===== src/rtl/uart_pkg.sv =====
// rtl/uart_pkg.sv - shared types and constants for the UART receive path
package uart_pkg;

    typedef enum logic [1:0] {
        IDLE   = 2'd0,
        DATA   = 2'd1,
        PARITY = 2'd2,
        STOP   = 2'd3
    } uart_state_e;

    localparam int DATA_BITS    = 8;
    localparam int CLKS_PER_BIT = 16;

endpackage


===== src/rtl/uart_rx.sv =====
// rtl/uart_rx.sv - 1x-sampled UART receiver; even parity stage present when UART_RX_PARITY_EN is defined
module uart_rx
    import uart_pkg::*;
(
    input  logic                 clk,
    input  logic                 rst,
    input  logic                 rx,
    input  logic                 baud_tick,
    output logic [DATA_BITS-1:0] data_out,
    output logic                 p_err,
    output logic                 rx_valid,
    output logic                 f_err
);

    localparam int CNT_W = $clog2(DATA_BITS);

    uart_state_e          state_q, state_d;
    logic [CNT_W-1:0]     bit_cnt_q, bit_cnt_d;
    logic [DATA_BITS-1:0] shift_q, shift_d;
    logic [DATA_BITS-1:0] data_q, data_d;
    logic                 p_err_q, p_err_d;
    logic                 f_err_q, f_err_d;
    logic                 valid_q, valid_d;
`ifdef UART_RX_PARITY_EN
    logic                 par_bad_q, par_bad_d;
`endif

    always_comb begin
        state_d   = state_q;
        bit_cnt_d = bit_cnt_q;
        shift_d   = shift_q;
        data_d    = data_q;
        p_err_d   = p_err_q;
        f_err_d   = f_err_q;
        valid_d   = 1'b0;
`ifdef UART_RX_PARITY_EN
        par_bad_d = par_bad_q;
`endif
        if (baud_tick) begin
            case (state_q)
                IDLE: begin
                    // No mid-bit recheck: any low sample is taken as a start bit.
                    if (!rx) begin
                        state_d   = DATA;
                        bit_cnt_d = '0;
                    end
                end
                DATA: begin
                    shift_d   = {rx, shift_q[DATA_BITS-1:1]};
                    bit_cnt_d = bit_cnt_q + CNT_W'(1);
                    if (bit_cnt_q == CNT_W'(DATA_BITS - 1)) begin
`ifdef UART_RX_PARITY_EN
                        state_d = PARITY;
`else
                        state_d = STOP;
`endif
                    end
                end
`ifdef UART_RX_PARITY_EN
                PARITY: begin
                    par_bad_d = (^shift_q) ^ rx;
                    state_d   = STOP;
                end
`endif
                STOP: begin
                    data_d  = shift_q;
`ifdef UART_RX_PARITY_EN
                    p_err_d = par_bad_q;
`else
                    p_err_d = 1'b0;
`endif
                    f_err_d = ~rx;
                    valid_d = 1'b1;
                    state_d = IDLE;
                end
                default: state_d = IDLE;
            endcase
        end
    end

    always_ff @(posedge clk) begin
        if (rst) begin
            state_q   <= IDLE;
            bit_cnt_q <= '0;
            shift_q   <= '0;
            data_q    <= '0;
            p_err_q   <= 1'b0;
            f_err_q   <= 1'b0;
            valid_q   <= 1'b0;
`ifdef UART_RX_PARITY_EN
            par_bad_q <= 1'b0;
`endif
        end else begin
            state_q   <= state_d;
            bit_cnt_q <= bit_cnt_d;
            shift_q   <= shift_d;
            data_q    <= data_d;
            p_err_q   <= p_err_d;
            f_err_q   <= f_err_d;
            valid_q   <= valid_d;
`ifdef UART_RX_PARITY_EN
            par_bad_q <= par_bad_d;
`endif
        end
    end

    assign data_out = data_q;
    assign p_err    = p_err_q;
    assign f_err    = f_err_q;
    assign rx_valid = valid_q;

endmodule


===== config.mk =====
export PLATFORM = sky130hd
export DESIGN_NAME = uart_rx
export DESIGN_NICKNAME = d
export VERILOG_FILES = /design/src/rtl/uart_pkg.sv /design/src/rtl/uart_rx.sv
export SDC_FILE = /design/constraint.sdc
export NUM_CORES = 1
export LEC_CHECK = 0
export ABC_AREA = 0
export BUFFER_PORTS_ARGS = -buffer_cell sky130_fd_sc_hd__buf_4
export CAP_MARGIN = 0
export CORE_MARGIN = 5
export CORE_UTILIZATION = 56
export DETAILED_ROUTE_END_ITERATION = 6
export PLACE_DENSITY = 0.79
export SYNTH_ARGS = -nofsm -noshare
export SYNTH_HDL_FRONTEND = slang
export SYNTH_SLANG_ARGS = --single-unit

===== constraint.sdc =====
create_clock -name clk -period 1.5 [get_ports clk]
set_input_delay 0.075 -clock clk [delete_from_list [all_inputs] [get_ports clk]]
set_output_delay 0.075 -clock clk [all_outputs]
set_load 0.01 [all_outputs]

==> impl_metrics.ini, run 1 <==
[global_route]
grt_pass1_wl_mm = 2.615
met2_usage = 0.2167
grt_max_degree = 23
met1_usage = 0.1614
grt_util_met3 = 0.03976
top_usage_layer = met2
grt_util_all_layers = 0.1358
grt_remaining_overflow = 0
antenna_found_initial = 0
grt_pass1_vias = 638

[finish]
nets = 119
finish.instance_area_sq_um = 987.2
area_growth_syn_to_layout_pct = 14.02
final_cell_mix = nand2_1 (32), dfxtp_1 (23), a21oi_1 (17)
diodes = 0
fillers = 129
drive_gt1_frac = 0.1875
final_util = 0.6630
seq_area_sq_um = 460.4
final_common_cell = nand2_1
multi_input_area_sq_um = 355.3

[yosys]
yosysUniqueCellTypes = 23
syn_area_per_cell_sq_um = 8.746
synth.area.top_cells = dfxtp_1 (53%), nand2_1 (14%), a21oi_1 (9.8%), ha_1 (2.9%), buf_6 (2.6%)
ys_ff_latch = 23
synth_top_area_share = 0.5318
synth-seq-area-share = 0.5318
syn-cell-area_sq_um = 865.8
yosysWarnings = 0
synth_top_area_cell = dfxtp_1
syn_inst = 99
syn-num-nets = 105

[floorplanning]
num_io_pins = 15
die_h_microns = 49.32
core-area_sq_um = 1489
start_util = 0.5815
rows = 14
die_width_microns = 49.32
die_area_sq_um = 2432

[setup_path]
r2r_slack_ns = 0.33
cp_data_arrival_time_ns = 1.41
worstPathRequired_ns = 1.73
path_cells = and3_1 > nand2_1 > a21oi_1
worstSetupPathType = reg2reg
r2r_start = state_q[0]
worst_r2r_endpoint = data_out[0]
slowest_stage = dfxtp_1
crit_path_max_fanout = 10
critPathCaptureType = flop
slowest_delay_ns = 0.42
ff2ff_path_depth = 3
start_kind = flop

[placed_design]
routabilityCongestion = 0.7608
dpl_cell_area_sq_um = 940.9
portBuffers = 13
dp_hpwl_mm = 1.062

[drt]
antenna_left = 0
avgRoutedWirePerCell_microns = 11.77
viasPerCell = 5.375
drc = 0
drtIter0Drc = 11
num_vias = 688
wl_mm = 1.507
drtPass1Iterations = 4

[job]
max-cap-violations = 0

[min_path]
whs_endpoint = f_err
hold_class = in2reg
hold_start = rst
min_path_cells = 2

[timing]
hold_ws_ns = 0.08237
finalCriticalPeriod_ns = 1.174
fmax_mhz = 852.1
finalSetupTns_ns = 0
slew_violations = 0
rsz0062_at_grt = false
final.setup_skew_ns = 0.004624
setup_viol = 0
fin_crit_sh = 0.7824
final-hold-violation-count = 0

[power_and_ir_drop]
power.leakage_nw = 0.3840
p_int_uw = 735.5
clkPwrFrac = 0.295
p_switching_uw = 202.8
p_sw_frac = 0.2161
pwr-share-comb = 0.046
powerDensity_nw_per_um2 = 950.4
power_frac_seq = 0.660
worst_ir_drop_vdd_v = 0.0005883

[cts]
postCtsSetupBuffers = 0
cts-htree-levels = 1
clk_path_buf_depth = 2
cts_buffers = 3
cts_tree = yes
clock_latency_ns = 0.31
numClockSinks = 23
clk_pin_slew_worst_paths_ns = 0.11
cts_root_buf = clkbuf_4

[run_status]
outcome = finished, final reports clean
through the flow:
step | power [mW] | setup WS [ns] | cells
floorplan | 0.6634 | 0.4535 | 99
finish | 0.9382 | 0.3264 | 128
global placement | 0.6710 | 0.4181 | 122
CTS | 0.9460 | 0.3394 | 128
global route | 0.9879 | 0.2626 | 128
detailed placement | 0.6715 | 0.3436 | 122
sequential cells by signal (all words and copies together), names as in the netlist:
name and cells:
shift_q 8, data_out 8, bit_cnt_q 3, rx_valid 1, state_q 2, f_err 1
critical path: cells and delay by family, from the launching register on:
kind | cells | cell delay (ns)
DFF | 1 | 0.42
AOI/OAI and AO/OA | 1 | 0.17
and+or+nand+nor | 2 | 0.51
worst max-delay path by stage:
stage | from | to | slack (ns) | cells past startpoint
2_1_floorplan | bit_cnt_q[0] | bit_cnt_q[2] | 0.45 | 3
3_3_place_gp | state_q[0] | f_err | 0.42 | 3
3_5_place_dp | state_q[0] | data_out[0] | 0.34 | 3
4_1_cts | state_q[0] | data_out[0] | 0.34 | 3
5_1_grt | state_q[0] | data_out[0] | 0.26 | 3
6_report | state_q[0] | data_out[0] | 0.33 | 3
area by class of cell:
cell class | instances | area share
tap | 16 | 0.02028
sequential | 23 | 0.4664
inverter | 2 | 0.007605
clock buffer | 4 | 0.02662
multi-input combinational | 68 | 0.3599
timing repair buffer | 15 | 0.1191
metal layers:
| metal | wire length, microns | share of wire |
|---|---|---|
| met2 | 715 | 0.47 |
| met3 | 75 | 0.050 |
| met1 | 674 | 0.45 |
| met5 | 0 | 0 |
| met4 | 42 | 0.028 |
power groups by stage:
stage / Combinational (mW) / Clock (mW) / Sequential [mW]
6_report: 0.0428 / 0.276 / 0.619
5_1_grt: 0.0477 / 0.320 / 0.620
4_1_cts: 0.0429 / 0.284 / 0.619
3_5_place_dp: 0.0386 / 0 / 0.633
3_3_place_gp: 0.0386 / 0 / 0.632
2_1_floorplan: 0.0314 / 0 / 0.632
synth_stat cells:
library cell and number:
nand2_1 32, dfxtp_1 23, a21oi_1 17, a22o_1 2, buf_6 2, clkbuf_1 2, ha_1 2, inv_1 2
nor2_1 2, nor2_2 2, a211oi_1 1, a211oi_2 1, a2bb2oi_1 1, a31oi_1 1, and3_1 1, and3b_1 1
buf_2 1, buf_4 1, conb_1 1, mux2_2 1, nand2b_1 1, nand3_1 1, nand3b_2 1
cells by family after synthesis:
group | Yosys count | share of synthesized area
and+or+nand+nor | 41 | 0.2052
AOI/OAI and AO/OA | 23 | 0.1590
DFF | 23 | 0.5318
buffers and inverters | 8 | 0.05781
adders and majority gates | 2 | 0.02890
muxes | 1 | 0.01300
other | 1 | 0.004331
repair_timing:
action,4_1_cts,5_1_grt
hold buffers,2,0
resized for setup,0,0
endpoints found under the hold margin,2,0
(Power assumes the default switching activity.)
==> run 2, diff against run 1 <==
--- a/config.mk
+++ b/config.mk
@@ -5,13 +5,13 @@
 export SDC_FILE = /design/constraint.sdc
 export NUM_CORES = 1
 export LEC_CHECK = 0
-export ABC_AREA = 0
+export ABC_AREA = 1
 export BUFFER_PORTS_ARGS = -buffer_cell sky130_fd_sc_hd__buf_4
 export CAP_MARGIN = 0
 export CORE_MARGIN = 5
-export CORE_UTILIZATION = 56
+export CORE_UTILIZATION = 48
 export DETAILED_ROUTE_END_ITERATION = 6
-export PLACE_DENSITY = 0.79
+export PLACE_DENSITY = 0.71
 export SYNTH_ARGS = -nofsm -noshare
 export SYNTH_HDL_FRONTEND = slang
 export SYNTH_SLANG_ARGS = --single-unit
==> constraint.sdc (replaced) <==
create_clock -name clk -period 1 [get_ports clk]
set_input_delay 0.05 -clock clk [delete_from_list [all_inputs] [get_ports clk]]
set_output_delay 0.05 -clock clk [all_outputs]
set_load 0.01 [all_outputs]
==> impl_metrics.ini, run 2 <==
[finish]
diodes = 0
final_util = 0.6539
final_common_cell = nand2_1
area_growth_syn_to_layout_pct = 33.24
final_cell_mix = nand2_1 (25), buf_4 (20), dfxtp_1 (19)
fin_cells = 163
nets = 143
drive_gt1_frac = 0.3750

[power_and_ir_drop]
worst_ir_drop_vdd_v = 0.0007465
p_switching_uw = 388.7
pwr-share-comb = 0.122
p_int_mw = 1.146
power.leakage_nw = 0.4575
power_frac_seq = 0.608
powerDensity_nw_per_um2 = 1234
clkPwrFrac = 0.269
p_sw_frac = 0.2532
total_power_mw = 1.535

[placed_design]
place_inst = 158
dp_hpwl_mm = 1.306
routabilityCongestion = 0.8207
post-place-ws_ns = -0.05752
portBuffers = 13

[floorplanning]
core-area_sq_um = 1902
num_io_pins = 15
die_h_microns = 54.10
start_util = 0.4908
die_width_microns = 54.10
rows = 16
die_area_sq_um = 2926

[yosys]
synth_top_area_share = 0.4933
ys_ff_latch = 23
synth-seq-area-share = 0.4933
syn_inst = 117
syn-cell-area_sq_um = 933.4
synth_edf_count = 0
async_flop_share = 0
synth_top_area_cell = dfxtp_1
synth_most_common_cell = nand2_1
yosysUniqueCellTypes = 18
yosysWarnings = 0
syn-num-nets = 123
synth-main-ff-cell = dfxtp_1
syn_area_per_cell_sq_um = 7.978
synth.area.top_cells = dfxtp_1 (49%), a21oi_1 (11%), nand2_1 (10%), nand3_1 (6.4%), nand4_1 (6.0%)
yosys-top-cells-count = nand2_1 (26), dfxtp_1 (23), a21oi_1 (20)

[job]
max-cap-violations = 0

[setup_path]
worstSetupPathType = reg2reg
r2r_start = bit_cnt_q[1]
critPathCaptureType = flop
crit_path_max_fanout = 2
crit_path_start = bit_cnt_q[1]
worstPathRequired_ns = 1.25
timing.critical_path.mode_cell = ha_4
cp_data_arrival_time_ns = 1.28
start_kind = flop
path_cells = ha_4 > ha_4 > nand3b_1 > nand3_1 > nand2_1 > inv_1
slowest_delay_ns = 0.36
slowest_stage = dfxtp_2

[timing]
timing.final.ws_setup_ns = -0.02945
final-hold-violation-count = 0
finalCriticalPeriod_ns = 1.029
slew_violations = 0
setup_viol = 6
rsz0062_at_grt = true
final.setup_skew_ns = 0.001898
fin_crit_sh = 1.029
fmax_mhz = 971.4
finalSetupTns_ns = -0.1249

[global_route]
grt_pass1_vias = 783
grt_max_degree = 23
antenna_found_initial = 0
grt_remaining_overflow = 0
grt_util_all_layers = 0.1567
grt_pass1_wl_mm = 3.325

[cts]
cts_root_buf = clkbuf_4
clk_pin_slew_worst_paths_ns = 0.12
clk_path_buf_depth = 2
cts-htree-levels = 1
numClockSinks = 23
cts_tree = yes
clock_latency_ns = 0.30
cts_buffers = 3

[drt]
num_vias = 857
drtPass1Iterations = 4
avgRoutedWirePerCell_microns = 13.06
wl_mm = 2.128
drtIter0Drc = 18
drc = 0
viasPerCell = 5.258
antenna_left = 0

[min_path]
hold_class = in2reg
hold_start = rx

[run_status]
violations = negative setup slack
outcome = finished, violations left
-- run 2: stage by stage --
stage	hold slack [ns]	instance area [sq um]
2_1_floorplan	0.1191	933.4
3_3_place_gp	0.3448	1086
3_5_place_dp	0.3492	1086
4_1_cts	0.01376	1147
5_1_grt	0.001290	1244
6_report	0.01847	1244
-- run 2: final timing paths --
path	to	slack, ns	cells after the start
max	state_q[0]	-0.03	6
min	shift_q[7]	0.02	3
max reg2reg	state_q[0]	-0.03	6
min reg2reg	f_err	0.48	2
-- run 2: cells by family (layout without fill, tap and decap cells) --
family          Yosys count  after routing  share of synthesized area
flops                    23             23                     0.4933
buf+inv                  16             34                    0.08578
compound gates           20             20                     0.1072
other cells               1              1                   0.004018
simple gates             55             56                     0.2828
fa+ha+maj                 2              2                    0.02681
-- run 2: power groups by stage --
stage               Sequential (mW)  Combinational [mW]  Clock, mW
finish                        0.934               0.188      0.413
detailed placement            0.954               0.146          0
floorplan                     0.954              0.0972          0
CTS                           0.936               0.148      0.437
global route                  0.936               0.206      0.476
global placement              0.953               0.142          0
-- run 2: worst max-delay path, delay by kind of cell (launching register included) --
kind | cells | cell delay, ns
simple gates | 3 | 0.28
buf+inv | 1 | 0.04
fa+ha+maj | 2 | 0.31
flops | 1 | 0.36
-- run 2: layer usage --
metal  part of all wire  GRT usage
met1               0.42     0.1829
met2               0.53     0.2762
met3              0.041    0.03324
met4             0.0094    0.06224
met5                  0          0
-- run 2: timing repair --
action | CTS | global route
buffers inserted | 0 | 1
hold buffers | 0 | 0
pin swaps | 3 | 8
hold endpoints to repair | 0 | 0
endpoints found under the setup margin | 16 | 22
gates resized for setup | 8 | 20
gates cloned | 0 | 1
-- run 2: cell type report --
type	count	area, sq um
tap	27	33.78
inverter	7	26.28
clock buffer	3	22.52
sequential	23	467.9
clock inverter	1	5.005
timing repair buffer	23	183.9
multi-input combinational	79	504.2
fill	159	658.1
==> run 3, diff against run 2 <==
--- a/config.mk
+++ b/config.mk
@@ -9,9 +9,9 @@
 export BUFFER_PORTS_ARGS = -buffer_cell sky130_fd_sc_hd__buf_4
 export CAP_MARGIN = 0
 export CORE_MARGIN = 5
-export CORE_UTILIZATION = 48
+export CORE_UTILIZATION = 43
 export DETAILED_ROUTE_END_ITERATION = 6
-export PLACE_DENSITY = 0.71
+export PLACE_DENSITY = 0.65
 export SYNTH_ARGS = -nofsm -noshare
 export SYNTH_HDL_FRONTEND = slang
 export SYNTH_SLANG_ARGS = --single-unit
==> impl_metrics.ini, run 3 (synthesized netlist as in run 2, its figures left out) <==
[run_status]
outcome = finished, violations left
violations = negative setup slack

[timing]
fmax_mhz = 964.1
setup_viol = 2
final-hold-violation-count = 0
timing.final.ws_setup_ns = -0.03725
rsz0062_at_grt = true
fin_crit_sh = 1.037
final.setup_skew_ns = 0.01149
slew_violations = 0
finalCriticalPeriod_ns = 1.037

[floorplanning]
die_area_sq_um = 3202
start_util = 0.4616
die_width_microns = 56.59
die_h_microns = 56.59
num_io_pins = 15
core-area_sq_um = 2022
rows = 16

[finish]
fillers = 180
final_util = 0.5873
nets = 143
fin_cells = 163
multi_input_area_sq_um = 446.7
final_common_cell = nand2_1
final_cell_mix = nand2_1 (26), buf_4 (22), dfxtp_1 (19)
drive_gt1_frac = 0.3162
seq_area_sq_um = 465.4
area_growth_syn_to_layout_pct = 27.21
diodes = 0

[setup_path]
worst_r2r_endpoint = state_q[0]
path_cells = ha_4 > ha_4 > nand3b_1 > nand3_1 > nand2_1 > inv_1
critPathCaptureType = flop
r2r_start = bit_cnt_q[0]
crit_path_start = bit_cnt_q[0]
worstSetupPathType = reg2reg
r2r_slack_ns = -0.04
slowest_stage = dfxtp_2
timing.critical_path.mode_cell = ha_4
crit_family = flip-flops
path_buf_inv = 1
cp_data_arrival_time_ns = 1.29
ff2ff_path_depth = 6
slowest_delay_ns = 0.35
crit_path_max_fanout = 2
worstPathRequired_ns = 1.25
start_kind = flop

[drt]
drc = 0
antenna_left = 0
avgRoutedWirePerCell_microns = 12.26
viasPerCell = 5.043
wl_mm = 1.998
drtPass1Iterations = 4
num_vias = 822
drtIter0Drc = 21

[power_and_ir_drop]
pwr-share-comb = 0.113
power_frac_seq = 0.614
p_sw_frac = 0.2467
p_int_mw = 1.149
p_switching_uw = 376.4
clkPwrFrac = 0.272
power.leakage_nw = 0.4545
worst_ir_drop_vdd_v = 0.0007922
powerDensity_nw_per_um2 = 1285

[cts]
clock_latency_ns = 0.31
clk_path_buf_depth = 2
cts_hold_buf = 0
cts_buffers = 3
cts_tree = yes
cts-htree-levels = 1
numClockSinks = 23
clk_pin_slew_worst_paths_ns = 0.13
cts_root_buf = clkbuf_4

[global_route]
grt_pass1_wl_mm = 3.381
grt_remaining_overflow = 0
grt_util_all_layers = 0.1329
grt_pass1_vias = 777
antenna_found_initial = 0
grt_max_degree = 23

[placed_design]
routabilityCongestion = 0.7989
place_inst = 157
dp_hpwl_mm = 1.346
portBuffers = 13

[min_path]
hold_class = in2reg
whs_endpoint = f_err
min_path_cells = 4
hold_start = rx

[job]
max-cap-violations = 0
[run 3: cell type report]
class / instances / area share
Clock buffer: 3 / 0.01897
Timing Repair Buffer: 24 / 0.1581
Clock inverter: 1 / 0.004215
Inverter: 7 / 0.02213
Tap cell: 27 / 0.02845
Multi-Input combinational cell: 78 / 0.3762
Sequential cell: 23 / 0.3920
[run 3: timing repair]
action | CTS | global route
endpoints found under the setup margin | 19 | 14
pin swaps | 4 | 3
resized for setup | 14 | 2
buffers inserted | 1 | 1
[run 3: worst max path at each step]
stage	slack, ns	cells after the start	end
after floorplan	-0.005	6	state_q[0]
after global placement	-0.02	6	state_q[0]
after detailed placement	-0.07	4	bit_cnt_q[2]
after CTS	-0.03	6	state_q[0]
after global routing	-0.11	6	bit_cnt_q[0]
final	-0.04	6	state_q[0]
[run 3: power groups by stage]
stage,clock network (mW),logic [mW],registers [mW]
global route,0.475,0.190,0.939
global placement,0,0.143,0.954
finish,0.416,0.173,0.937
floorplan,0,0.0972,0.954
detailed placement,0,0.146,0.954
CTS,0.437,0.163,0.937
[run 3: metal layers]
| metal | GRT usage | vias up | part of all wire |
|---|---|---|---|
| li1 | - | 428 | - |
| met2 | 0.2013 | 20 | 0.48 |
| met1 | 0.1717 | 372 | 0.46 |
| met3 | 0.02982 | 2 | 0.048 |
| met4 | 0.07458 | 0 | 0.0075 |
| met5 | 0 | - | 0 |
[run 3: per-stage QoR]
step	area (sq um)	power [mW]	setup WS (ns)	TNS [ns]	hold slack (ns)
floorplan	933.4	1.051	-0.004797	-0.004797	0.1191
global placement	1079	1.097	-0.01795	-0.01795	0.3522
detailed placement	1079	1.100	-0.06654	-0.2116	0.3574
CTS	1172	1.537	-0.02613	-0.09351	0.01329
global route	1187	1.604	-0.1117	-0.9689	0.02356
finish	1187	1.526	-0.03725	-0.03864	0.01056
[run 3: worst min-delay path: cells and delay by family]
family	cells	cell delay, ns
simple gates	1	0.06
buf+inv	2	0.12
compound gates	1	0.05
